## src/rtl/muldiv_unit.sv

```systemverilog
// muldiv_unit: iterative signed/unsigned multiply/divide unit with start/busy/done handshake
//   Ports: clock, reset (async active-low), start, op[1:0] (00 mult, 01 multu, 10 div, 11 divu),
//          a, b (operands, captured on the accepted start), busy, done (one-cycle pulse),
//          hi/lo (product halves, or remainder/quotient), exc (divide exception), counter (debug).
//   MULDIV_DIV_EN: when defined the divide datapath is built; otherwise divide ops raise exc.
module muldiv_unit #(
  parameter int WIDTH = 32
) (
  input  logic                     clock,
  input  logic                     reset,
  input  logic                     start,
  input  logic [1:0]               op,
  input  logic [WIDTH-1:0]         a,
  input  logic [WIDTH-1:0]         b,
  output logic                     busy,
  output logic                     done,
  output logic [WIDTH-1:0]         hi,
  output logic [WIDTH-1:0]         lo,
  output logic                     exc,
  output logic [$clog2(WIDTH):0]   counter
);
  localparam int W = WIDTH;
  typedef enum logic [1:0] {IDLE, RUN, FIX, DONE} state_t;
  state_t state;
  logic [2*W-1:0] acc;
  logic [W-1:0] opnd;
  logic dz, neg_p;
  logic sa, sb, go_fix;
  logic [W-1:0] ma, mb;
  logic [W:0] msum;
  logic [2*W-1:0] prod;
  assign sa = ~op[0] & a[W-1];
  assign sb = ~op[0] & b[W-1];
  assign ma = sa ? -a : a;
  assign mb = sb ? -b : b;
  // multiply: acc upper half accumulates, lower half holds the multiplier shifting out LSB first
  assign msum = {1'b0, acc[2*W-1:W]} + {1'b0, acc[0] ? opnd : {W{1'b0}}};
  assign prod = neg_p ? -acc : acc;
`ifdef MULDIV_DIV_EN
  // divide: acc lower half holds the dividend shifting out MSB first, quotient bits shift in
  logic is_div, neg_r;
  logic [W:0] rem, trial, diff;
  logic [W-1:0] quo, rmd;
  assign go_fix = op[1] && b == '0;
  assign trial = {rem[W-1:0], acc[W-1]};
  assign diff = trial - {1'b0, opnd};
  assign quo = neg_p ? -acc[W-1:0] : acc[W-1:0];
  assign rmd = neg_r ? -rem[W-1:0] : rem[W-1:0];
`else
  assign go_fix = op[1];
`endif
  always_ff @(posedge clock or negedge reset) begin
    if (!reset) begin
      state <= IDLE;
      busy <= 1'b0;
      done <= 1'b0;
      exc <= 1'b0;
      hi <= '0;
      lo <= '0;
      counter <= '0;
      acc <= '0;
      opnd <= '0;
      dz <= 1'b0;
      neg_p <= 1'b0;
`ifdef MULDIV_DIV_EN
      is_div <= 1'b0;
      neg_r <= 1'b0;
      rem <= '0;
`endif
    end else begin
      case (state)
        IDLE: if (start) begin
          busy <= 1'b1;
          exc <= 1'b0;
          counter <= '0;
          dz <= go_fix;
          neg_p <= sa ^ sb;
          state <= go_fix ? FIX : RUN;
`ifdef MULDIV_DIV_EN
          is_div <= op[1];
          neg_r <= sa;
          rem <= '0;
          // on a zero divisor the raw dividend rides in acc so FIX can return it in hi
          acc <= {{W{1'b0}}, go_fix ? a : op[1] ? ma : mb};
          opnd <= op[1] ? mb : ma;
`else
          acc <= {{W{1'b0}}, mb};
          opnd <= ma;
`endif
        end
        RUN: begin
          counter <= counter + 1'b1;
          state <= (counter == W - 1) ? FIX : RUN;
`ifdef MULDIV_DIV_EN
          acc <= is_div ? {acc[2*W-1:W], acc[W-2:0], ~diff[W]} : {msum, acc[W-1:1]};
          rem <= is_div ? (diff[W] ? trial : diff) : rem;
`else
          acc <= {msum, acc[W-1:1]};
`endif
        end
        FIX: begin
          busy <= 1'b0;
          done <= 1'b1;
          state <= DONE;
          if (dz) begin
            exc <= 1'b1;
`ifdef MULDIV_DIV_EN
            hi <= acc[W-1:0];
            lo <= '1;
`else
            hi <= '0;
            lo <= '0;
`endif
          end
`ifdef MULDIV_DIV_EN
          else if (is_div) begin
            hi <= rmd;
            lo <= quo;
          end
`endif
          else begin
            hi <= prod[2*W-1:W];
            lo <= prod[W-1:0];
          end
        end
        default: begin
          done <= 1'b0;
          state <= IDLE;
        end
      endcase
    end
  end
endmodule

```

## config.mk

```make
export PLATFORM = sky130hd
export DESIGN_NAME = muldiv_unit
export DESIGN_NICKNAME = d
export VERILOG_FILES = /design/src/rtl/muldiv_unit.sv
export SDC_FILE = /design/constraint.sdc
export NUM_CORES = 1
export LEC_CHECK = 0
export CAP_MARGIN = 20
export CORE_MARGIN = 1
export CORE_UTILIZATION = 30
export DETAILED_ROUTE_END_ITERATION = 10
export HOLD_SLACK_MARGIN = 0.15
export SETUP_SLACK_MARGIN = 0.1
export SLEW_MARGIN = 20
export SYNTH_ARGS = -nofsm -noshare
export SYNTH_HDL_FRONTEND = slang
export SYNTH_SLANG_ARGS = --single-unit
```

## constraint.sdc

```tcl
create_clock -name clock -period 4 [get_ports clock]
set_input_delay 0.8 -clock clock [delete_from_list [all_inputs] [get_ports clock]]
set_output_delay 0.8 -clock clock [all_outputs]
set_load 0.02 [all_outputs]
```

# After elaboration in Yosys (flattened, before gate mapping)
# Cells that the tools add are included.
# W data, S select, Z words.
[classes]
mul = 0
n_addsub = 5
shifts = 0
eq_ne = 5
n_lt_le_gt_ge = 0
muxes = 20
div = 0
reduce_logical = 8
bitwise_logic = 4
[ops]
columns = ["op", "count"]
rows = [
  ["$mux W32", 5],
  ["$mux W64", 2],
  ["$pmux W64 S2", 1],
  ["$neg A32 Y32", 2],
  ["$neg A64 Y64", 1],
  ["$add A32 B32 Y33", 1],
  ["$pmux W6 S2", 1],
  ["$add A6 B1 Y6 const B", 1],
  ["$eq A6 B5 Y1 const B", 1],
  ["$mux W2", 3],
  ["$mux W6", 1],
  ["$pmux W1 S2", 3],
  ["$pmux W2 S3", 1],
  ["$reduce_and A2 Y1", 3],
  ["$ne A2 B2 Y1 const B", 2],
  ["$reduce_bool A2 Y1", 2],
  ["$mux W1", 3],
  ["$reduce_and A3 Y1", 1],
  ["$and A1 B1 Y1", 2],
  ["$eq A2 B1 Y1 const B", 1],
  ["$eq A2 B2 Y1 const B", 1],
  ["$logic_not A2 Y1", 1],
  ["$reduce_or A2 Y1", 1],
  ["$not A1 Y1", 1],
  ["$xor A1 B1 Y1", 1],
]
[word_totals]
output_inout_bits = 73
regBits = 173
elab_cells = 53
latchBits = 0
inputBits = 69
ramBits = 0
memories = 0
mem_bits_ro = 0

# Logic depth before layout (Yosys ltp)
# Gate-level depths: netlist (run 1).
[depth]
depth_word = 5
ltp_mapped = 12

# Worst setup path before layout (run 1)
# No wires, ideal clock.
[synth_path]
path_kind = "register to register"
start = "reg acc[0]"
end = "reg acc[53]"
stages_incl_launch_ff = 13
n_path_buf = 1
path_slack_ns = 1.021
period_less_slack_ns = 2.979
setup_time_ns = 0.070
arrival_ns = 2.909
path_cell_list = "dfrtp_1 clkbuf_1 and2_1 ha_1 inv_1 fa_1 nand2b_1 a21oi_1 a31oi_1 o31ai_1 a21oi_1 or4_1 nand3_1"
[synth_via]
elab_chain_cells = 3
[synth_rtl]
columns = ["item", "line", "source"]
rows = [
  ["start, declared", "25", "logic [2*W-1:0] acc;"],
  ["start signal, assigned", "87", "acc <= {{W{1'b0}}, mb};"],
  ["start signal, assigned", "98", "acc <= {msum, acc[W-1:1]};"],
  ["$mux W32", "37", "assign msum = {1'b0, acc[2*W-1:W]} + {1'b0, acc[0] ? opnd : {W{1'b0}}};"],
  ["$add A32 B32 Y33", "37", ""],
  ["$pmux W64 S2", "71", "case (state)"],
]
# No other way between the ends.
# A chain may end at the register's enable or synchronous reset.

# Worst setup path after layout (run 1)
[layout_path]
start = "reg acc[0]"
end = "reg acc[50]"
# The elaborated chain is that of the path after synthesis.

==> results.cfg, run 1 <==
[run_status]
outcome = finished, violations left
violations = design-rule violations

[clocking]
clk_path_buf_depth = 2
cts_max_level = 4
clkSinkCount = 173
clk_latency_ns = 0.46
cts_tree = done
postCtsResizedCells = 0
ctsHoldBuffers = 0
cts_made_buffers = 17
clk_pin_slew_ns = 0.08
cts_setup_buffers = 0
cts_root_buf = clkbuf_16

[placement]
hpwl_um = 24700
portBuffers = 141
place_congestion = 0.861

[timing]
worstMarginPinSlew_ns = 1.07
hold_violations = 0
finalSetupViolCount = 0
maxSlewViolCount = 0
fin_crit_sh = 0.783
relSlewSlack = 0.284
skew_ns = 0.0209
timing.fmax_ghz = 0.319
min_period_ns = 3.13
rsz0062_at_grt = false
fin_tns_setup_ns = 0

[worst_setup_path]
cp.arrival_ns = 3.46
worstSetupEndpointType = register
crit_fanout = 31
critPathMaxStageDelay_ns = 0.41
worstSetupPathType = reg2reg
rr_worst_depth = 11
required_ns = 4.33
slowest_stage = dfrtp_1
startpoint_type = register
path_cells = buf_4 -> nand2_1 -> inv_1 -> ha_1 -> a211oi_1 -> o21ai_0 -> a41o_1 -> o22a_1 -> a31oi_1 -> nor4_1 -> a211o_1

[drt]
drt-pass1-iter-count = 8
vias = 9698
postRouteWirelength_um = 32600
wl_per_cell_um = 17.5
viasPerCell = 5.21
drt_iter0_markers = 642
ant_nets = 0
drc_errors = 4

[yosys]
ys_seq_area_frac = 0.395
synth_edf_count = 0
ys_seq_elements = 173
syn_area_sq_um = 11000
yosys_warnings = 0
syn-mean-instance-area_sq_um = 8.59
synth.distinct_cells = 65
syn_nets = 1383
synthCells = 1277
synth-main-ff-cell = dfrtp_1
ys_async_sr_fraction = 1.00

[finish]
drive_gt1_frac = 0.0621
final_nets = 1496
fin_util = 0.378
diodes = 0
final_common_cell = nand2_1
layout_common_cells = 195 x nand2_1, 184 x o21ai_0, 172 x dfrtp_1, 140 x clkdlybuf4s50_1, 106 x xor2_1
area_growth_pct = 23.2
fillCellCount = 3728

[pwr]
power.total_mw = 10.7
ir_drop_mv = 0.483
p_per_area_nw_per_um2 = 793
p_leak_nw = 5.41

[die]
die_w_um = 193
ios = 142
core_sq_um = 35700
dieArea_sq_um = 37300
die_h_um = 193
num_rows = 69
start_util = 0.307

[global_routing]
grt_first_pass_wirelength_um = 52200
grt_util_all_layers = 0.179
grt_max_degree = 71
grt-ovfl-total = 0
grt_pass1_vias = 9416
antenna_found_initial = 0

[job]
drv_cap = 0

[min_path]
hp-class = in2async
cell usage after synthesis (all sizes together) (15+ instances only):
master / instances / area share
a21oi: 74 / 0.034
a22oi: 21 / 0.014
and2: 31 / 0.018
clkbuf: 68 / 0.023
dfrtp: 173 / 0.39
ha: 36 / 0.041
inv: 21 / 0.0072
nand2: 198 / 0.068
nor2: 56 / 0.019
nor3: 15 / 0.0068
o21ai: 194 / 0.089
o22ai: 21 / 0.012
o31ai: 42 / 0.030
o41ai: 15 / 0.014
or3: 17 / 0.010
xnor2: 42 / 0.034
xor2: 106 / 0.085
report_power, final:
part	total, mW	switching [mW]	internal, mW
registers	3.48	0.923	2.56
logic	5.49	3.22	2.26
clock network	1.74	0.797	0.945
total	10.7	4.94	5.77
worst max-delay path, delay by kind of cell, from the launching register on:
kind	cells	cell delay, ns
buf+inv	2	0.27
flops	1	0.41
compound gates	6	1.75
simple gates	2	0.26
fa+ha+maj	1	0.29
cells by family (layout without fill, tap and decap cells):
group | after synthesis | in the layout | synth area share
compound gates | 427 | 427 | 0.236
simple gates | 396 | 396 | 0.175
flops | 173 | 173 | 0.395
xor+xnor | 148 | 148 | 0.118
buf+inv | 95 | 220 | 0.0325
fa+ha+maj | 37 | 37 | 0.0429
mux | 1 | 1 | 0.000913
stage by stage:
step / setup slack (ns) / instance area (sq um) / std cells / hold slack [ns]
2_1_floorplan: 1.02 / 11000 / 1277 / 0.442
3_3_place_gp: 0.532 / 12900 / 1832 / 0.455
6_report: 0.868 / 13500 / 1863 / 0.356
4_1_cts: 0.820 / 13500 / 1863 / 0.394
5_1_grt: 0.503 / 13500 / 1863 / 0.408
3_5_place_dp: 0.513 / 12900 / 1832 / 0.466
per-layer routing:
layer | vias to the layer above | track usage | part of all wire
met1 | 4590 | 0.263 | 0.50
met3 | 44 | 0.0277 | 0.047
met5 | - | 0 | 0
met2 | 246 | 0.268 | 0.44
met4 | 0 | 0.0541 | 0.021
li1 | 4818 | - | -
final cells by class:
cell class                 instances  area [sq um]  area share
multi-input combinational       1009          6300       0.466
inverter                          22          82.6     0.00611
clock inverter                    14           175      0.0130
timing repair buffer             167          1620       0.120
sequential                       173          4330       0.321
tap                              461           577      0.0427
clock buffer                      17           425      0.0315
flip-flops by register name, indices dropped and copies added, names as in the netlist, 2 cells and up:
name     count
acc         64
state        2
opnd        32
lo          32
counter      6
hi          32
worst paths after layout:
kind,start,to,slack (ns)
min reg2reg,opnd[15],opnd[15],0.48
min,reset,lo[15],0.36
max in group asynchronous,reset,hi[12],2.65
max,acc[0],acc[50],0.87
max reg2reg,acc[0],acc[50],0.87
min in group clock,opnd[15],opnd[15],0.48
Power figures use the tool's default switching activity.
==> inputs of run 2 (changes only) <==
==> constraint.sdc (replaced) <==
create_clock -name clock -period 2.9 [get_ports clock]
set_input_delay 0.58 -clock clock [delete_from_list [all_inputs] [get_ports clock]]
set_output_delay 0.58 -clock clock [all_outputs]
set_load 0.02 [all_outputs]
==> results.cfg, run 2 (synthesized netlist as in run 1, its figures left out) <==
[run_status]
outcome = finished clean

[timing]
fin_crit_sh = 0.958
hold_violations = 0
fin_ws_ns = 0.122
timing.fmax_ghz = 0.360
finalSetupViolCount = 0
holdWs_ns = 0.473
fin_tns_setup_ns = 0
skew_ns = 0.0148
rsz0062_at_grt = true
relSlewSlack = 0.413
min_period_ns = 2.78
maxSlewViolCount = 0
worstMarginPinSlew_ns = 0.877

[pwr]
power.total_mw = 16.1
ir_drop_mv = 0.581
p_leak_nw = 6.09
p_per_area_nw_per_um2 = 1090

[die]
num_rows = 69
dieArea_sq_um = 37300
start_util = 0.307
ios = 142
core_sq_um = 35700
die_h_um = 193
die_w_um = 193

[clocking]
cts_max_level = 4
clk_latency_ns = 0.45
cts_made_buffers = 17
clk_pin_slew_ns = 0.07
clk_path_buf_depth = 2
cts_tree = done
clkSinkCount = 173
cts_root_buf = clkbuf_16

[finish]
diodes = 0
fillCellCount = 3612
final_cells = 1986
area_growth_pct = 34.4
layout_common_cells = 195 x nand2_1, 176 x o21ai_0, 172 x dfrtp_1, 140 x clkdlybuf4s50_1, 140 x buf_4
drive_gt1_frac = 0.155
final_common_cell = nand2_1
largest-register = acc
largest_reg_flops = 64
final_nets = 1618

[worst_setup_path]
worstSetupEndpointType = register
path_cells = or4_4 -> or4_4 -> or4_4 -> or3_4 -> o31ai_4 -> xor2_1 -> o21ai_1
required_ns = 3.22
crit_fanout = 4
rr_worst_depth = 7
cp_common_cell = or4_4
slowest_stage = or4_4
cp.arrival_ns = 3.10
startpoint_type = register
timing.rr.end = hi[31]
worstSetupPathType = reg2reg
r2r_slack_ns = 0.12
critPathMaxStageDelay_ns = 0.55
timing.rr.start = acc[49]

[drt]
wl_per_cell_um = 17.4
drt_iter0_markers = 856
postRouteWirelength_um = 34500
vias = 10200
drt-pass1-iter-count = 7
drc_errors = 0
viasPerCell = 5.13
ant_nets = 0

[global_routing]
grt_first_pass_wirelength_um = 54800
grt_max_degree = 75
antenna_found_initial = 0
grt_util_all_layers = 0.189
grt-ovfl-total = 0
grt_pass1_vias = 10000

[min_path]
min_to = opnd[13]
hp-class = reg2reg
min_from = opnd[13]
min_path_cells = 2

[placement]
place_inst = 1946
portBuffers = 141
place_congestion = 0.899
hpwl_um = 26600
place_ws_ns = -0.217

[job]
drv_cap = 0
run 2: cell types whose count changed in the layout (fill, tap and decap cells not counted), sizes merged:
cell	delta
clkbuf	+2
bufinv	+1
dlygate4sd3	+1
buf	+121
inv	-4
clkinvlp	+1
clkinv	+1
run 2: worst max path at each step:
stage	depth (start not counted)	slack, ns	to	from
finish	7	0.12	hi[31]	acc[49]
global route	7	0.04	hi[31]	acc[49]
CTS	12	0.09	acc[55]	acc[0]
detailed placement	8	-0.22	opnd[29]	a[16]
global placement	8	-0.18	opnd[29]	a[16]
floorplan	12	0.06	acc[55]	acc[0]
run 2: power by group:
part | internal [mW] | switching, mW
clock network | 1.38 | 1.09
logic | 3.93 | 5.12
registers | 3.53 | 1.07
total | 8.85 | 7.27
run 2: worst max-delay path: cells and delay by family, from the launching register on:
family	cells	cell delay (ns)
AND/OR/NAND/NOR	4	1.82
XOR/XNOR	1	0.20
AO/OA/AOI/OAI	2	0.26
flip-flops	1	0.38
run 2: per-stage QoR:
stage                     utilization  cell area [sq um]
after floorplan                     -              11000
after global placement          0.387              13800
after detailed placement        0.387              13800
after CTS                       0.406              14500
after global routing            0.412              14700
final                           0.412              14700
run 2: area by class of cell:
| cell class | count | area, sq um | share of cell area |
|---|---|---|---|
| tap | 461 | 577 | 0.0391 |
| clock inverter | 13 | 179 | 0.0121 |
| inverter | 22 | 82.6 | 0.00560 |
| clock buffer | 19 | 433 | 0.0294 |
| multi-input combinational | 1009 | 6530 | 0.443 |
| sequential | 173 | 4330 | 0.294 |
| timing repair buffer | 289 | 2610 | 0.177 |
run 2: what timing repair did:
action	4_1_cts	5_1_grt
setup endpoints to repair	17	34
cloned	0	0
setup buffers	1	6
hold endpoints to repair	41	0
gates resized for setup	10	38
hold buffers	1	0
pin swaps	2	11
run 2: metal layers:
| layer | wire length, um | track usage | up-vias | part of all wire |
|---|---|---|---|---|
| li1 | - | - | 5061 | - |
| met1 | 17100 | 0.274 | 4833 | 0.50 |
| met2 | 15300 | 0.291 | 249 | 0.44 |
| met3 | 1280 | 0.0228 | 45 | 0.037 |
| met4 | 751 | 0.0571 | 0 | 0.022 |
| met5 | 0 | 0 | - | 0 |
==> inputs of run 3 (changes only) <==
--- a/config.mk
+++ b/config.mk
@@ -5,6 +5,7 @@
 export SDC_FILE = /design/constraint.sdc
 export NUM_CORES = 1
 export LEC_CHECK = 0
+export ABC_AREA = 0
 export CAP_MARGIN = 20
 export CORE_MARGIN = 1
 export CORE_UTILIZATION = 30
==> results of run 3 <==
Final layout, timing and power as in run 2 (identical DEF).
